### config.mk
export PLATFORM = sky130hd
export DESIGN_NAME = mem_port_arbiter
export DESIGN_NICKNAME = d
export VERILOG_FILES = /design/src/rtl/mem_port_arbiter.sv
export SDC_FILE = /design/constraint.sdc
export NUM_CORES = 1
export LEC_CHECK = 0
export ABC_AREA = 0
export CAP_MARGIN = 10
export CORE_ASPECT_RATIO = 1.2
export CORE_MARGIN = 4
export CORE_UTILIZATION = 45
export DETAILED_ROUTE_END_ITERATION = 10
export PLACE_DENSITY = 0.95
export RECOVER_POWER = 25
export SYNTH_ARGS = -nofsm -noshare
export SYNTH_HDL_FRONTEND = slang
export SYNTH_SLANG_ARGS = --single-unit
export TNS_END_PERCENT = 1
### constraint.sdc
create_clock -name clk -period 2.5 [get_ports clk]
set_input_delay 0.25 -clock clk [delete_from_list [all_inputs] [get_ports clk]]
set_output_delay 0.25 -clock clk [all_outputs]
set_load 0.05 [all_outputs]
### src/rtl/mem_port_arbiter.sv
// rtl/mem_port_arbiter.sv - round-robin arbiter owning the single memory port
//
// Grants the memory port to one requester at a time, latches its address,
// write data and direction, runs the access until mfc or timeout, and
// returns a one-cycle ack (with err on timeout) to the granted master.
//
// Ports:
//   clk, rst            clock (rising edge), asynchronous active-low reset
//   req, req_we         per-master request and direction (1 = write)
//   req_addr, req_wdata per-master address / write data, master i at [i*W +: W]
//   gnt, ack, err       one-hot owner, one-cycle completion pulse, timeout flag
//   rdata, busy         captured read data, high in ACCESS and RESP
//   mem_en, mem_rw      memory enable and direction
//   mem_addr, mem_wdata latched address / write data to memory
//   mem_rdata, mfc      memory read data and function-complete handshake
module mem_port_arbiter #(
    parameter int N_REQ   = 2,
    parameter int AW      = 16,
    parameter int DW      = 16,
    parameter int TIMEOUT = 16
) (
    input  logic                clk,
    input  logic                rst,
    input  logic [N_REQ-1:0]    req,
    input  logic [N_REQ-1:0]    req_we,
    input  logic [N_REQ*AW-1:0] req_addr,
    input  logic [N_REQ*DW-1:0] req_wdata,
    output logic [N_REQ-1:0]    gnt,
    output logic [N_REQ-1:0]    ack,
    output logic                err,
    output logic [DW-1:0]       rdata,
    output logic                busy,
    output logic                mem_en,
    output logic                mem_rw,
    output logic [AW-1:0]       mem_addr,
    output logic [DW-1:0]       mem_wdata,
    input  logic [DW-1:0]       mem_rdata,
    input  logic                mfc
);

    localparam int LW = (N_REQ > 1) ? $clog2(N_REQ) : 1;
    localparam int CW = $clog2(TIMEOUT);

    typedef enum logic [1:0] {IDLE, ACCESS, RESP} state_t;

    state_t          state, state_n;
    logic [LW-1:0]   owner, owner_n;
    logic [LW-1:0]   last, last_n;
    logic [CW-1:0]   cnt, cnt_n;
    logic [N_REQ-1:0] gnt_n, ack_n;
    logic            err_n, busy_n, mem_en_n, mem_rw_n;
    logic [AW-1:0]   mem_addr_n;
    logic [DW-1:0]   mem_wdata_n, rdata_n;

    logic [AW-1:0]   addr_arr  [N_REQ];
    logic [DW-1:0]   wdata_arr [N_REQ];

    for (genvar i = 0; i < N_REQ; i++) begin : g_unpack
        assign addr_arr[i]  = req_addr[i*AW +: AW];
        assign wdata_arr[i] = req_wdata[i*DW +: DW];
    end

    // Round-robin search starting just after the last winner, so a master
    // cannot win twice in a row while another one is waiting.
    logic          found;
    logic [LW-1:0] win;
    always_comb begin
        int idx;
        logic [LW-1:0] cand;
        found = 1'b0;
        win   = '0;
        idx   = 0;
        cand  = '0;
        for (int k = 1; k <= N_REQ; k++) begin
            idx  = (int'(last) + k) % N_REQ;
            cand = LW'(idx);
            if (!found && req[cand]) begin
                found = 1'b1;
                win   = cand;
            end
        end
    end

    always_ff @(posedge clk or negedge rst) begin
        if (!rst) begin
            state     <= IDLE;
            owner     <= '0;
            last      <= LW'(N_REQ - 1);
            cnt       <= '0;
            gnt       <= '0;
            ack       <= '0;
            err       <= 1'b0;
            busy      <= 1'b0;
            mem_en    <= 1'b0;
            mem_rw    <= 1'b0;
            mem_addr  <= '0;
            mem_wdata <= '0;
            rdata     <= '0;
        end else begin
            state     <= state_n;
            owner     <= owner_n;
            last      <= last_n;
            cnt       <= cnt_n;
            gnt       <= gnt_n;
            ack       <= ack_n;
            err       <= err_n;
            busy      <= busy_n;
            mem_en    <= mem_en_n;
            mem_rw    <= mem_rw_n;
            mem_addr  <= mem_addr_n;
            mem_wdata <= mem_wdata_n;
            rdata     <= rdata_n;
        end
    end

    // Next-state logic computes the registered value of every output, so
    // each output changes together with the state it belongs to.
    always_comb begin
        state_n     = state;
        owner_n     = owner;
        last_n      = last;
        cnt_n       = cnt;
        gnt_n       = gnt;
        ack_n       = '0;
        err_n       = err;
        busy_n      = busy;
        mem_en_n    = mem_en;
        mem_rw_n    = mem_rw;
        mem_addr_n  = mem_addr;
        mem_wdata_n = mem_wdata;
        rdata_n     = rdata;

        unique case (state)
            IDLE: begin
                gnt_n    = '0;
                err_n    = 1'b0;
                busy_n   = 1'b0;
                mem_en_n = 1'b0;
                mem_rw_n = 1'b0;
                if (found) begin
                    state_n     = ACCESS;
                    owner_n     = win;
                    gnt_n[win]  = 1'b1;
                    cnt_n       = '0;
                    busy_n      = 1'b1;
                    mem_en_n    = 1'b1;
                    mem_rw_n    = req_we[win];
                    mem_addr_n  = addr_arr[win];
                    mem_wdata_n = wdata_arr[win];
                end
            end
            ACCESS: begin
                cnt_n = cnt + CW'(1);
                // mfc is checked first so it wins over a coincident timeout
                if (mfc) begin
                    if (!mem_rw) begin
                        rdata_n = mem_rdata;
                    end
                    err_n        = 1'b0;
                    state_n      = RESP;
                    mem_en_n     = 1'b0;
                    mem_rw_n     = 1'b0;
                    ack_n[owner] = 1'b1;
                end else if (cnt == CW'(TIMEOUT - 1)) begin
                    err_n        = 1'b1;
                    state_n      = RESP;
                    mem_en_n     = 1'b0;
                    mem_rw_n     = 1'b0;
                    ack_n[owner] = 1'b1;
                end
            end
            RESP: begin
                state_n = IDLE;
                last_n  = owner;
                gnt_n   = '0;
                busy_n  = 1'b0;
                err_n   = 1'b0;
            end
            default: begin
                state_n = IDLE;
            end
        endcase
    end

endmodule

# Word level (Yosys, flattened, before mapping)
# Cells that the tools add are included.
[op_classes]
add_sub_neg = 3
magnitude_cmp = 7
eq_ne = 5
muxes = 41
bitwise_logic = 2
n_reduce_logical = 15
[op_table]
columns = ["operator", "count"]
rows = [
  ["$mux W16", 6],
  ["$mux W1", 18],
  ["$mux W2", 7],
  ["$reduce_and A2 Y1", 5],
  ["$lt A1 B2 Y1 const B", 4],
  ["$pmux W1 S2", 4],
  ["$pmux W2 S2", 2],
  ["$pmux W4 S2", 1],
  ["$reduce_bool A2 Y1", 3],
  ["$add A4 B1 Y4 const B", 1],
  ["$eq A4 B4 Y1 const B", 1],
  ["$mux W4", 1],
  ["$logic_and A1 B1 Y1", 3],
  ["$ne A3 B3 Y1 const B", 1],
  ["$reduce_and A3 Y1", 1],
  ["$add A1 B1 Y1 const B", 2],
  ["$demux W1 S1", 2],
  ["$eq A2 B1 Y1 const B", 1],
  ["$eq A2 B2 Y1 const B", 1],
  ["$ge A1 B1 Y1 const B", 2],
  ["$ge A2 B2 Y1 const B", 1],
  ["$logic_not A2 Y1", 1],
  ["$ne A2 B2 Y1 const B", 1],
  ["$not A1 Y2", 1],
  ["other kinds (3)", 3],
]
[totals]
ff_bits = 64
out_inout_bits = 56
elab_cells = 86

# Longest topological paths before layout
# Gate-level depths: netlist (run 1).
[logic_depth]
ltp_word = 13
ltp_mapped = 6

# Least setup slack after synthesis (run 1)
# OpenSTA, ideal clock, no wires.
[synth_path]
path_type = "reg2reg"
start = "reg state[0]"
end = "reg mem_addr[0]"
setup_ps = 125
arrival_time_ps = 1405
slack_ps = 969
stages_incl_launch_ff = 6
n_path_buf = 2
synth_period_minus_slack_ps = 1531
path_cell_list = "dfrtp_1 buf_6 or2_4 nor2_8 buf_12 mux2_4"
[synth_via]
elab_chain_len = 2
[synth_lines]
columns = ["item", "line", "source"]
rows = [
  ["from (decl)", "46", "state_t state, state_n;"],
  ["from (signal assigned)", "100", "state <= state_n;"],
  ["$logic_not A2 Y1", "133", "unique case (state)"],
  ["$reduce_and A2 Y1 (no line)", "-", ""],
  ["to (signal assigned)", "110", "mem_addr <= mem_addr_n;"],
  ["to (decl)", "35", "output logic [AW-1:0] mem_addr,"],
]
# Every way passes these cells.
# A chain may end at the register's enable or synchronous reset.

# Worst setup path in the final report (run 1)
[layout_path]
start = "reg state[0]"
end = "reg rdata[12]"
[layout_via]
elab_chain_len = 2
[layout_lines]
columns = ["item", "line", "source"]
rows = [
  ["$eq A2 B1 Y1", "133", ""],
  ["$reduce_and A3 Y1 (no line)", "-", ""],
  ["to (signal assigned)", "112", "rdata <= rdata_n;"],
  ["to (decl)", "31", "output logic [DW-1:0] rdata,"],
]
# Every way passes these cells.

==> results of run 1 <==
==> state kept, by name (all words and copies together), names as in the netlist, 2 cells and up <==
signal     flops
ack            2
state          2
mem_addr      16
gnt            2
cnt            4
mem_wdata     16
rdata         16
==> stage by stage <==
| stage | hold WS, ns | util (%) | power [mW] |
|---|---|---|---|
| 6_report | 0.4855 | 70.01 | 6.743 |
| 5_1_grt | 0.5195 | 70.01 | 7.054 |
| 4_1_cts | 0.4744 | 70.08 | 6.821 |
| 3_5_place_dp | 0.2897 | 67.52 | 6.039 |
| 3_3_place_gp | 0.2785 | 67.52 | 5.939 |
| 2_1_floorplan | -0.04559 | - | 4.778 |
==> cells in the mapped netlist (2+ instances only) <==
cell type,n,area [µm²]
a31o_2,2,17.52
nor2_1,3,11.26
inv_1,4,15.01
nand2_1,8,30.03
buf_12,4,80.08
mux2_4,55,825.8
and3_1,2,12.51
buf_6,5,56.30
mux2_2,25,281.5
mux2i_1,3,30.03
dfrtp_1,63,1577
o21ai_0,7,35.03
a22o_1,2,17.52
==> final timing paths <==
kind                               endpoint  slack [ns]  cells after the start
worst max-delay path              rdata[12]        0.54                      5
worst min-delay path                 gnt[0]        0.49                      2
worst max register to register    rdata[12]        0.54                      5
worst min register to register       gnt[0]        0.49                      2
max in group asynchronous              last        0.80                      3
min in group asynchronous       mem_addr[3]        0.79                      2
==> area by class of cell <==
class	instances	area, µm²
fill	481	2056
sequential	64	1603
timing repair buffer	149	1504
tap	87	108.9
inverter	4	15.01
multi-input combinational	122	1403
clock buffer	12	145.1
clock inverter	4	20.02
==> cells by family (layout without fill, tap and decap cells) <==
family | Yosys count | in the layout
compound gates | 19 | 19
fa+ha+maj | 1 | 1
buf+inv | 15 | 169
flops | 64 | 64
mux | 83 | 83
simple gates | 19 | 19
==> critical path: stages, from the launching register on <==
cell,delay [ns]
dfrtp_1,0.37
clkbuf_1,0.38
nor2b_4,0.31
and3_1,0.17
buf_4,0.24
mux2_2,0.37
==> what timing repair did <==
| action | CTS | global route |
|---|---|---|
| hold endpoints to repair | 25 | 0 |
| setup endpoints to repair | 0 | 0 |
| hold buffers | 1 | 0 |
==> power groups by stage <==
stage | registers, mW | logic, mW | clock network (mW)
after detailed placement | 1.87 | 4.17 | 0
final | 1.86 | 4.13 | 0.753
after global routing | 1.93 | 4.30 | 0.819
after CTS | 1.86 | 4.18 | 0.777
after global placement | 1.85 | 4.09 | 0
after floorplan | 3.42 | 1.36 | 0
==> layer usage <==
| metal | GRT usage (%) | share of wire [%] | up-vias |
|---|---|---|---|
| li1 | - | - | 1012 |
| met1 | 20.20 | 38 | 1057 |
| met2 | 33.39 | 55 | 84 |
| met3 | 5.090 | 6.2 | 7 |
| met4 | 5.116 | 0.99 | 0 |
| met5 | 0 | 0 | - |
==> metrics, run 1 <==
port bufs roughly 140; Max VDD drop roughly 0.76 mV; post-synthesis compound-gate area fraction around 4.1%; Post-CTS Setup Inserts 0; minimum clock period 1.955 ns; Slew @ Worst Pin between 1 and 1.5 ns; CTS clk-pin slew, worst paths around 0.070 ns; DRC 0; Startpoint Class flop; Tot GR Track Use ~18%; NetSw 3.074 mW; setup_tns 0 ns; ANT cells 0; post-synthesis cell area ~3200 µm²; post-synthesis xor/xnor area fraction 0%; status finished clean; initial antenna violation count 0; vias in the first global route about 2,400; first-pass iteration count of the detailed router 4; switching share of power between 40% and 50%; Post-Place Cells ~430; multiplexer share of the synthesized area around 36%; Internal Pwr Total around 3.7 mW; grt total ovfl 0; Synth Flop Type dfrtp_1; Setup Viol. Count Final 0; Synth warnings 0; clk_skew between 0.003 and 0.004 ns; Crit Path Class reg2reg; Synthesized Nets just under 300; largest net degree at the start of global routing 40; HP Start gnt[0]; sequential share of power 27.6%; final worst-path cycle share about four fifths; Longest Clk Path Bufs 2; Iteration-0 DRC Markers 62; Vias/cell 4.887; Post-synth ARST share 100.0%; Post-Place Setup Slack 0.5055 ns; PwrDens ~1400 nW/µm²; clk_lat worst skew 0.32 ns; Die Wd between 80 and 90 µm; CTS Buf Count 9; simple-gate share of the synthesized area under 10%; CTS tree done; most frequent cells in the layout 141 x clkdlybuf4s50_1, 63 x dfrtp_1, 55 x mux2_4; Clock Sink Count 64; Mean Syn Cell Area about 16 µm²; H-tree levels 3; RSZ-0062 raised after global routing false; final design area excluding fillers about 4800 µm²; commonest non-fill, non-tap cell in the layout clkdlybuf4s50_1; Routed WL 7579 µm; Gate Count Post-Synth ~200; register bit total from synthesis 64; max-slew violations 0; crit end category flop; Post-DP Area 4628 µm²; MaxCap Viol Count 0; via count ~2,200; clock share of power 11.2%; Final HPWL DP approximately 5900 µm; Setup WS post-layout 0.5448 ns; Worst EP required ~2.7 ns; adder-cell share of the synthesized area less than 1%; FMAX 511.5 MHz; initial core utilization between 40% and 50%; final hold vios 0; Logic pwr share 61.2%; clock root cell clkbuf_8; Final nets approximately 440; number of routed nets with antenna violations 0; Die Area approximately 8500 µm²; worst-path maximum fanout 16; I/O pin cnt between 100 and 150; Routed wire per std cell about 17 µm; main combinational cell family by area after synthesis multiplexers; number of enable flip-flop cells after synthesis 0; Seq/Total Area, Yosys 50.53%; Final GP Congestion 0.8023; Slew HR under 10%; core box area approximately 6900 µm²; CP startpoint state[0]; CP arrival between 2 and 2.5 ns; r2r startpoint state[0]; share of cells above drive strength 1 between 20% and 30%; first-pass GRT wire length ~12,000 µm; Non-Filler Instances approximately 440; Cell variety after synth 31; Leakage 2.125 nW; Die Ht ~100 µm; FP Rows 33; Hold Path Class reg2reg; area delta synth->final 51.28%; cts repair resizes 0
Note: power is estimated with default switching activity, not from simulation.
==> run 2, diff against run 1 <==
CORE_UTILIZATION = 38   (was 45)
PLACE_DENSITY = 0.87   (was 0.95)
clock period = 1.75 ns   (was 2.5 ns; I/O delays follow)
==> metrics, run 2 (synthesis results as in run 1) <==
status finished clean; vias in the first global route roughly 2,400; ordered list of cells on the worst path clkdlybuf4s50_1; worst-path maximum fanout 2; NetSw 4.441 mW; Routed wire per std cell 15.82 µm; MaxCap Viol Count 0; final hold vios 0; commonest non-fill, non-tap cell in the layout clkdlybuf4s50_1; most frequent cells in the layout 134 x clkdlybuf4s50_1, 63 x dfrtp_1, 55 x mux2_4; slowest CP cell clkdlybuf4s50_1; area delta synth->final 54.95%; Pwr Total between 9 and 10 mW; Vias/cell 4.649; final worst-path cycle share between 90 and 100%; setup_tns 0 ns; Crit Path Class reg2out; Iteration-0 DRC Markers 48; initial antenna violation count 0; I/O pin cnt ~140; first-pass iteration count of the detailed router 3; CTS tree done; Met3 Wirelength roughly 430 µm; final design area excluding fillers between 4000 and 5000 µm²; crit path buf inv count 1; core box area roughly 8200 µm²; Internal Pwr Total between 5 and 6 mW; Longest Clk Path Bufs 2; switching share of power 45.16%; Clock Sink Count 64; r2r startpoint state[0]; Multi-input gate area between 1000 and 1500 µm²; CP delay by family, top buffers and inverters; Startpoint Class flop; CP arrival approximately 1.5 ns; FF/Latch Area 1603 µm²; PwrDens approximately 2000 nW/µm²; max-slew violations 0; clock root cell clkbuf_8; CP startpoint mem_wdata[10]; Slew HR approximately 43%; Die Wd just over 90 µm; first-pass GRT wire length roughly 12,000 µm; Post-Place Setup Slack -0.1288 ns; worst stage delay on the critical path around 0.83 ns; number of routed nets with antenna violations 0; ANT cells 0; clk_lat worst skew 0.35 ns; Hold Path Class in2reg; sequential share of power between 20% and 30%; Routed WL about 7500 µm; Leakage 2.203 nW; RSZ-0062 raised after global routing false; clock share of power 12.3%; initial core utilization about two fifths; grt total ovfl 0; Slew @ Worst Pin between 0.8 and 0.9 ns; Logic pwr share between 60% and 70%; Fill cells between 600 and 700; Largest regs mem_addr (16), mem_wdata (16), rdata (16); Final HPWL DP about 5700 µm; Die Ht roughly 110 µm; CTS clk-pin slew, worst paths roughly 0.080 ns; FP Rows 36; Worst EP required about 1.6 ns; minimum clock period roughly 1.7 ns; largest net degree at the start of global routing 65; Final GP Congestion approximately 0.76; clk_skew approximately 0.0085 ns; crit end category output pin; port bufs between 100 and 150; highest metal used met4; Setup WS post-layout roughly 0.042 ns; Post-DP Area 4712 µm²; CTS Buf Count 9; Met2 Wirelength approximately 4000 µm; DRC 0; HP Start mem_rdata[8]; Tot GR Track Use around 15%; Final nets approximately 440; DRT met1 WL ~2900 µm; H-tree levels 3; share of cells above drive strength 1 32.31%; FMAX slightly below 600 MHz; via count 2,199; Max VDD drop between 0.8 and 0.9 mV; Setup Viol. Count Final 0; Die Area a little under 10,000 µm²
-- run 2: changes by cell type in the layout (fill, tap and decap cells not counted), sizes merged --
cell and delta:
clkdlybuf4s50 -7, buf +7, clkbuf -1, clkinv -3, clkinvlp +3, dlymetal6s2s +5
-- run 2: per-stage QoR --
stage / hold WS [ns] / util [%] / instances
final: 0.4305 / 60.28 / 473
after CTS: 0.3827 / 60.28 / 473
after detailed placement: 0.2209 / 57.80 / 456
after floorplan: -0.1206 / - / 201
after global placement: 0.2067 / 57.80 / 456
after global routing: 0.4282 / 60.28 / 473
-- run 2: metal layers --
| layer | up-vias | global-route usage, % |
|---|---|---|
| met5 | - | 0 |
| met4 | 0 | 7.974 |
| met3 | 14 | 3.758 |
| met2 | 75 | 27.05 |
| met1 | 1086 | 17.01 |
| li1 | 1024 | - |
-- run 2: final timing paths --
kind	endpoint	slack (ns)	depth (start not counted)
worst max-delay path	mem_wdata[10]	0.04	1
worst min-delay path	rdata[8]	0.43	2
worst max register to register	rdata[9]	0.12	4
worst min register to register	gnt[0]	0.50	2
max in group asynchronous	mem_wdata[14]	0.59	3
min in group asynchronous	ack[0]	0.58	3
-- run 2: layout make-up --
| class | count | area share, % |
|---|---|---|
| flip-flops and latches | 64 | 32.61 |
| repair buffers | 153 | 31.72 |
| multi-input cells | 122 | 28.54 |
| clock buffers | 12 | 3.360 |
| well taps | 114 | 2.902 |
| clock inverters | 4 | 0.5601 |
| inverters | 4 | 0.3055 |
-- run 2: power by group through the flow --
stage	clock, mW	sequential (mW)	combinational [mW]
after floorplan	0	4.89	1.94
after global placement	0	2.66	5.92
after detailed placement	0	2.68	6.03
after CTS	1.25	2.67	6.04
after global routing	1.32	2.76	6.21
final	1.21	2.65	5.97
-- run 2: repair_timing --
| item | in CTS | in global routing |
|---|---|---|
| endpoints found under the setup margin | 0 | 5 |
| gates resized for setup | 0 | 5 |
| buffers inserted | 0 | 0 |
| hold endpoints to repair | 63 | 0 |
| hold buffers | 1 | 0 |
